### src/rtl/state_dump_if.sv
// ---------------------------------------------------------------------------
// state_dump_if : output stream of the state_dump debug readout engine.
//
//   out_valid  master -> slave  word valid
//   out_ready  slave  -> master sink ready (transfer when valid & ready)
//   out_data   master -> slave  captured register or RAM word
//   out_tag    master -> slave  2'b00 register word, 2'b01 RAM word
//   out_index  master -> slave  register number (zero-extended) or RAM address
// ---------------------------------------------------------------------------
interface state_dump_if #(
    parameter int DATA_WIDTH = 32,
    parameter int IDX_WIDTH  = 8
);
    logic                  out_valid;
    logic                  out_ready;
    logic [DATA_WIDTH-1:0] out_data;
    logic [1:0]            out_tag;
    logic [IDX_WIDTH-1:0]  out_index;

    modport master (output out_valid, output out_data, output out_tag,
                    output out_index, input out_ready);
    modport slave  (input out_valid, input out_data, input out_tag,
                    input out_index, output out_ready);
endinterface

### src/rtl/state_dump.sv
// ---------------------------------------------------------------------------
// state_dump : halts the CPU and streams out the register bank, a RAM window,
// or both, as tagged words on a valid/ready stream.
//
//   clk, rst_n       clock (rising edge), asynchronous active-low reset
//   start, abort     begin a dump (sampled in IDLE) / terminate a running dump
//   mode             00 regs, 01 RAM, 1x regs then RAM (latched on start)
//   ram_base/count   RAM window start and length (latched on start)
//   cpu_halt, busy   high in every state except IDLE
//   done             one-cycle pulse after the dump or abort finishes
//   reg_addr/data    register-bank debug port (combinational read)
//   ram_addr/data    RAM debug port (synchronous read, 1-cycle latency)
//   out_s            output stream (state_dump_if master)
// ---------------------------------------------------------------------------
module state_dump #(
    parameter int DATA_WIDTH     = 32,
    parameter int REG_COUNT      = 32,
    parameter int REG_ADDR_WIDTH = 5,
    parameter int RAM_ADDR_WIDTH = 8,
    parameter int SKIP_R0        = 1
) (
    input  logic                      clk,
    input  logic                      rst_n,
    input  logic                      start,
    input  logic                      abort,
    input  logic [1:0]                mode,
    input  logic [RAM_ADDR_WIDTH-1:0] ram_base,
    input  logic [RAM_ADDR_WIDTH:0]   ram_count,
    output logic                      cpu_halt,
    output logic [REG_ADDR_WIDTH-1:0] reg_addr,
    input  logic [DATA_WIDTH-1:0]     reg_data,
    output logic [RAM_ADDR_WIDTH-1:0] ram_addr,
    input  logic [DATA_WIDTH-1:0]     ram_data,
    output logic                      busy,
    output logic                      done,
    state_dump_if.master              out_s
);

    typedef enum logic [2:0] {
        S_IDLE, S_HALT, S_REG_RD, S_REG_OUT, S_RAM_RD, S_RAM_WAIT, S_RAM_OUT, S_DONE
    } state_e;

    localparam logic [REG_ADDR_WIDTH-1:0] REG_FIRST =
        (SKIP_R0 != 0) ? REG_ADDR_WIDTH'(1) : '0;
    localparam logic [REG_ADDR_WIDTH-1:0] REG_LAST = REG_ADDR_WIDTH'(REG_COUNT - 1);

    state_e                    state_q,     state_d;
    logic [1:0]                mode_q,      mode_d;
    logic [RAM_ADDR_WIDTH-1:0] base_q,      base_d;
    logic [RAM_ADDR_WIDTH:0]   count_q,     count_d;
    logic [REG_ADDR_WIDTH-1:0] reg_idx_q,   reg_idx_d;
    logic [RAM_ADDR_WIDTH:0]   ram_off_q,   ram_off_d;
    logic                      out_valid_q, out_valid_d;
    logic [DATA_WIDTH-1:0]     out_data_q,  out_data_d;
    logic [1:0]                out_tag_q,   out_tag_d;
    logic [RAM_ADDR_WIDTH-1:0] out_index_q, out_index_d;
    logic                      busy_q,      busy_d;
    logic                      done_q,      done_d;

    logic xfer;

    // Read addresses come straight from the counters; the RAM window wraps
    // naturally because the sum is truncated to RAM_ADDR_WIDTH bits.
    assign reg_addr = reg_idx_q;
    assign ram_addr = base_q + ram_off_q[RAM_ADDR_WIDTH-1:0];
    assign xfer     = out_valid_q && out_s.out_ready;

    always_comb begin
        // NOTE: every variable gets its default first so no path can infer a latch.
        state_d     = state_q;
        mode_d      = mode_q;
        base_d      = base_q;
        count_d     = count_q;
        reg_idx_d   = reg_idx_q;
        ram_off_d   = ram_off_q;
        out_data_d  = out_data_q;
        out_tag_d   = out_tag_q;
        out_index_d = out_index_q;
        // done trails the DONE state by one edge, so it fires as busy drops.
        done_d      = (state_q == S_DONE);

        unique case (state_q)
            S_IDLE: begin
                if (start) begin
                    mode_d    = mode;
                    base_d    = ram_base;
                    count_d   = ram_count;
                    reg_idx_d = REG_FIRST;
                    ram_off_d = '0;
                    state_d   = S_HALT;
                end
            end
            S_HALT: begin
                if (mode_q == 2'b01) state_d = (count_q != '0) ? S_RAM_RD : S_DONE;
                else                 state_d = S_REG_RD;
            end
            S_REG_RD: begin
                out_data_d  = reg_data;
                out_tag_d   = 2'b00;
                out_index_d = RAM_ADDR_WIDTH'(reg_idx_q);
                state_d     = S_REG_OUT;
            end
            S_REG_OUT: begin
                if (xfer) begin
                    if (reg_idx_q == REG_LAST) begin
                        state_d = (mode_q[1] && count_q != '0) ? S_RAM_RD : S_DONE;
                    end else begin
                        reg_idx_d = reg_idx_q + 1'b1;
                        state_d   = S_REG_RD;
                    end
                end
            end
            S_RAM_RD:   state_d = S_RAM_WAIT;
            S_RAM_WAIT: begin
                // ram_data now reflects the address presented during RAM_RD.
                out_data_d  = ram_data;
                out_tag_d   = 2'b01;
                out_index_d = ram_addr;
                state_d     = S_RAM_OUT;
            end
            S_RAM_OUT: begin
                if (xfer) begin
                    if (ram_off_q + 1'b1 == count_q) begin
                        state_d = S_DONE;
                    end else begin
                        ram_off_d = ram_off_q + 1'b1;
                        state_d   = S_RAM_RD;
                    end
                end
            end
            S_DONE:     state_d = S_IDLE;
            default:    state_d = S_IDLE;
        endcase

        // Abort overrides everything; a transfer on the same edge still
        // completes because the sink has already taken the word.
        if (abort && state_q != S_IDLE && state_q != S_DONE) state_d = S_DONE;

        out_valid_d = (state_d == S_REG_OUT) || (state_d == S_RAM_OUT);
        busy_d      = (state_d != S_IDLE);
    end

    // NOTE: sequential state uses non-blocking assignments only, so every flop
    // samples the pre-edge value of every other flop.
    always_ff @(posedge clk or negedge rst_n) begin
        if (!rst_n) begin
            state_q     <= S_IDLE;
            mode_q      <= '0;
            base_q      <= '0;
            count_q     <= '0;
            reg_idx_q   <= '0;
            ram_off_q   <= '0;
            out_valid_q <= 1'b0;
            out_data_q  <= '0;
            out_tag_q   <= '0;
            out_index_q <= '0;
            busy_q      <= 1'b0;
            done_q      <= 1'b0;
        end else begin
            state_q     <= state_d;
            mode_q      <= mode_d;
            base_q      <= base_d;
            count_q     <= count_d;
            reg_idx_q   <= reg_idx_d;
            ram_off_q   <= ram_off_d;
            out_valid_q <= out_valid_d;
            out_data_q  <= out_data_d;
            out_tag_q   <= out_tag_d;
            out_index_q <= out_index_d;
            busy_q      <= busy_d;
            done_q      <= done_d;
        end
    end

    assign cpu_halt        = busy_q;
    assign busy            = busy_q;
    assign done            = done_q;
    assign out_s.out_valid = out_valid_q;
    assign out_s.out_data  = out_data_q;
    assign out_s.out_tag   = out_tag_q;
    assign out_s.out_index = out_index_q;

endmodule

### src/flat_wrapper.sv
// flat-port wrapper written by rule: the top's interface ports become plain ports
module state_dump_flat 
#(
    parameter int DATA_WIDTH     = 32,
    parameter int REG_COUNT      = 32,
    parameter int REG_ADDR_WIDTH = 5,
    parameter int RAM_ADDR_WIDTH = 8,
    parameter int SKIP_R0        = 1
)
  (clk, rst_n, start, abort, mode, ram_base, ram_count, cpu_halt, reg_addr, reg_data, ram_addr, ram_data, busy, done, out_s_out_valid, out_s_out_data, out_s_out_tag, out_s_out_index, out_s_out_ready);
  state_dump_if #(.DATA_WIDTH(DATA_WIDTH), .IDX_WIDTH((8))) out_s_i ();
  input  logic clk;
  input  logic rst_n;
  input  logic start;
  input  logic abort;
  input  logic [1:0] mode;
  input  logic [RAM_ADDR_WIDTH-1:0] ram_base;
  input  logic [RAM_ADDR_WIDTH:0] ram_count;
  output logic cpu_halt;
  output logic [REG_ADDR_WIDTH-1:0] reg_addr;
  input  logic [DATA_WIDTH-1:0] reg_data;
  output logic [RAM_ADDR_WIDTH-1:0] ram_addr;
  input  logic [DATA_WIDTH-1:0] ram_data;
  output logic busy;
  output logic done;
  output wire logic [$bits(out_s_i.out_valid)-1:0] out_s_out_valid;
  output wire logic [$bits(out_s_i.out_data)-1:0] out_s_out_data;
  output wire logic [$bits(out_s_i.out_tag)-1:0] out_s_out_tag;
  output wire logic [$bits(out_s_i.out_index)-1:0] out_s_out_index;
  input wire logic [$bits(out_s_i.out_ready)-1:0] out_s_out_ready;
  assign out_s_out_valid = out_s_i.out_valid;
  assign out_s_out_data = out_s_i.out_data;
  assign out_s_out_tag = out_s_i.out_tag;
  assign out_s_out_index = out_s_i.out_index;
  assign out_s_i.out_ready = out_s_out_ready;
  state_dump #(.DATA_WIDTH(DATA_WIDTH), .REG_COUNT(REG_COUNT), .REG_ADDR_WIDTH(REG_ADDR_WIDTH), .RAM_ADDR_WIDTH(RAM_ADDR_WIDTH), .SKIP_R0(SKIP_R0)) u_core (.clk(clk), .rst_n(rst_n), .start(start), .abort(abort), .mode(mode), .ram_base(ram_base), .ram_count(ram_count), .cpu_halt(cpu_halt), .reg_addr(reg_addr), .reg_data(reg_data), .ram_addr(ram_addr), .ram_data(ram_data), .busy(busy), .done(done), .out_s(out_s_i));
endmodule
### config.mk
export PLATFORM = sky130hd
export DESIGN_NAME = state_dump_flat
export DESIGN_NICKNAME = d
export VERILOG_FILES = /design/src/rtl/state_dump_if.sv /design/src/rtl/state_dump.sv /design/src/flat_wrapper.sv
export SDC_FILE = /design/constraint.sdc
export NUM_CORES = 1
export LEC_CHECK = 0
export BUFFER_PORTS_ARGS = -buffer_cell sky130_fd_sc_hd__buf_4
export CORE_MARGIN = 3
export CORE_UTILIZATION = 40
export CTS_BUF_LIST = sky130_fd_sc_hd__clkbuf_4 sky130_fd_sc_hd__clkbuf_8
export CTS_CLUSTER_DIAMETER = 200
export DETAILED_ROUTE_END_ITERATION = 6
export PLACE_DENSITY = 0.66
export SLEW_MARGIN = 20
export SYNTH_ARGS = -nofsm -noshare
export SYNTH_HDL_FRONTEND = slang
export SYNTH_SLANG_ARGS = --single-unit
export TNS_END_PERCENT = 100
### constraint.sdc
create_clock -name clk -period 5.1 [get_ports clk]
set_input_delay 0.51 -clock clk [delete_from_list [all_inputs] [get_ports clk]]
set_output_delay 0.51 -clock clk [all_outputs]
set_load 0.02 [all_outputs]
==> run_results.csv <==
group,metric,value,unit
clock_network,cts_resized,0,
timing,slew_viol_final,0,
timing,tightest_slew,1050,ps
floorplanning,rows,37,
clock_network,post_cts_buffers,0,
floorplanning,dieArea,0.0122,sq mm
global_routing,antenna_found_initial,0,
critical_path,critPathKind,"reg2out",
finish,final_nets,693,
critical_path,critPathRequiredTime,4590,ps
synthesis,syn_area_per_cell,9.45,sq um
routing,topRoutingLayerUsed,"met4",
finish,n_antenna_cell,0,
timing,rsz0062_at_grt,"no",
clock_network,htree_levels,3,
timing,fin_setup_tns,0,ps
clock_network,cts_tree,"done",
global_routing,grt_pass1_wl,16800,um
timing,timing.fmax,0.332,GHz
timing,slew_headroom,0.298,
power_and_ir_drop,ir_drop,0.000263,V
finish,fin_cells,735,
clock_network,clkTransAtPathRegs,90,ps
synthesis,ys_ff_latch,80,
timing,finalClockSkew,17.9,ps
clock_network,numCtsBuffers,9,
routing,via_count,3704,
routing,drc,0,
synthesis,syn_area,0.00436,sq mm
critical_path,cp-start-kind,"register",
min_path,hp-class,"in2async",
critical_path,r2r-end,"u_core.ram_off_q[8]$_DFFE_PN0P_",
critical_path,r2r_start,"u_core.ram_off_q[0]$_DFFE_PN0P_",
routing,avgRoutedWirePerCell,15.3,um
finish,area_growth,31.7,%
synthesis,synth_top_cell_area_share,0.460,
synthesis,syn_nets,560,
floorplanning,fp.dieH,110,um
critical_path,reg2reg_slack,2490,ps
floorplanning,ioPinCount,147,
global_routing,grt_pass1_vias,3296,
job,drv_cap,0,
routing,met3_length,894,um
clock_network,postCtsHoldBufs,0,
critical_path,worst_setup_path_end_kind,"output port",
clock_network,worst_skew_pair.late_latency,360,ps
timing,fin_crit,3010,ps
routing,drt-total-wl,11200,um
timing,finalHoldViolations,0,
clock_network,clock-sinks,80,
power_and_ir_drop,leakage,2.94,nW
routing,antenna_left,0,
finish,final_common_cell,"buf_4",
routing,drtIter0Drc,227,
global_routing,track_usage,0.180,
timing,setup_viol,0,
synthesis,synth_edf_count,0,
synthesis,yosysSeqAreaShare,0.460,
placement,portBuffers,145,
synthesis,ys_warn_count,0,
placement,place_congestion,0.817,
synthesis,synth_area_leaders,"dfrtp_1, nand2_1, mux2i_1",
finish,drive_above_1_share,0.302,
power_and_ir_drop,power-per-cell-area,587,mW/mm^2
synthesis,synth_top_flop_cell,"dfrtp_1",
synthesis,synth_cell_types,56,
routing,detail_route.vias_per_cell,5.04,
placement,dpl.hpwl,8320,um
floorplanning,die_w,110,um
finish,layout_common_cells,"buf_4, nand2_1, dfrtp_1, o21ai_0, mux2i_1",
critical_path,critical_path_arrival,2500,ps
floorplanning,initial_core_util,0.416,
critical_path,reg2regPathDepth,8,
finish,fillerInstances,1006,
global_routing,grt_max_degree,81,
global_routing,grt-ovfl-total,0,
timing,finalCritPeriodShare,0.591,
run_status,outcome,"finished, final reports clean",
synthesis,async_flop_share,1.00,
floorplanning,core,0.0105,sq mm
routing,met2_length,5310,um
synthesis,synth_cells,461,
clock_network,clock_path_buffers,2,
routing,wl_met1,4920,um
synthesis,yosysTopAreaCell,"dfrtp_1",
routing,drt_pass1_iterations,4,
placement,placed_cells,719,
critical_path,critPathMaxFanout,6,
clock_network,cts-root-buf,"clkbuf_8",
==> cell usage after synthesis (5+ instances only) <==
cell and instances:
nand2_1 107, buf_2 5, nor3_1 10, xnor2_1 10, clkbuf_1 15, o21ai_0 46, nand3_1 12, nor2b_1 5
xor2_1 10, dfrtp_1 80, inv_1 13, mux2i_1 38, ha_1 10, a21oi_1 12, nor2_1 17, a21o_1 6
==> how the worst max path moves through the flow <==
| stage | start | endpoint | cells after the start |
|---|---|---|---|
| 6_report | u_core.ram_off_q[1]$_DFFE_PN0P_ | ram_addr[7] | 8 |
| 5_1_grt | u_core.ram_off_q[1]$_DFFE_PN0P_ | ram_addr[7] | 8 |
| 4_1_cts | u_core.ram_off_q[1]$_DFFE_PN0P_ | ram_addr[7] | 8 |
| 3_5_place_dp | u_core.ram_off_q[1]$_DFFE_PN0P_ | ram_addr[7] | 8 |
| 3_3_place_gp | u_core.ram_off_q[1]$_DFFE_PN0P_ | ram_addr[7] | 8 |
| 2_1_floorplan | u_core.ram_off_q[0]$_DFFE_PN0P_ | ram_addr[6] | 9 |
==> sequential cells by signal (all words and copies together) (netlist names) <==
register and count:
u_core.out_s.out_data 32, u_core.count_q 9, u_core.ram_off_q 9, u_core.base_q 8, u_core.out_s.out_index 8, u_core.reg_addr 5
u_core.state_q 3, u_core.mode_q 2, u_core.busy 1, u_core.done 1, u_core.out_s.out_tag 1, u_core.out_s.out_valid 1
==> layout make-up <==
cell class	instances	area [sq um]	share of cell area
multi-input combinational	342	2180	0.380
clock inverter	5	81.3	0.0142
inverter	13	48.8	0.00850
tap	136	170	0.0296
clock buffer	11	139	0.0242
sequential	80	2000	0.349
timing repair buffer	148	1110	0.194
==> worst max-delay path: stages (launching register included) <==
cell	delay (ps)
dfrtp_1	460
ha_1	320
a21o_1	180
a21oi_1	250
nor2b_1	80
o21a_1	180
o41ai_1	300
xnor2_1	200
buf_4	180
==> through the flow <==
stage	total power, mW	util	hold WS [ps]	setup WS [ps]	cell area (sq um)
3_5_place_dp	2.87	0.527	466	2480	5520
2_1_floorplan	2.21	-	214	2690	4360
4_1_cts	3.40	0.548	320	2070	5740
6_report	3.37	0.549	156	2090	5740
3_3_place_gp	2.84	0.527	473	2540	5520
5_1_grt	3.63	0.549	204	1920	5740
==> power breakdown <==
group | leakage, nW | switching [mW] | total (mW) | internal (mW)
registers | 0.997 | 0.237 | 1.14 | 0.906
clock network | 0.110 | 0.233 | 0.520 | 0.287
logic | 1.83 | 0.969 | 1.70 | 0.734
==> cells by family (layout without fill, tap and decap cells) <==
group           after synthesis  after routing  share of synthesized area
xor+xnor                     21             21                     0.0439
compound gates               89             89                      0.132
fa+ha+maj                    11             11                     0.0333
flops                        80             80                      0.460
other cells                   1              1                   0.000861
simple gates                177            177                      0.188
buf+inv                      39            177                     0.0419
mux                          43             43                      0.100
==> routing by layer <==
metal	vias up	track usage
met3	9	0.0460
li1	1855	-
met5	-	0
met4	0	0.0572
met2	119	0.298
met1	1721	0.230
Note: power is estimated with default switching activity, not from simulation.
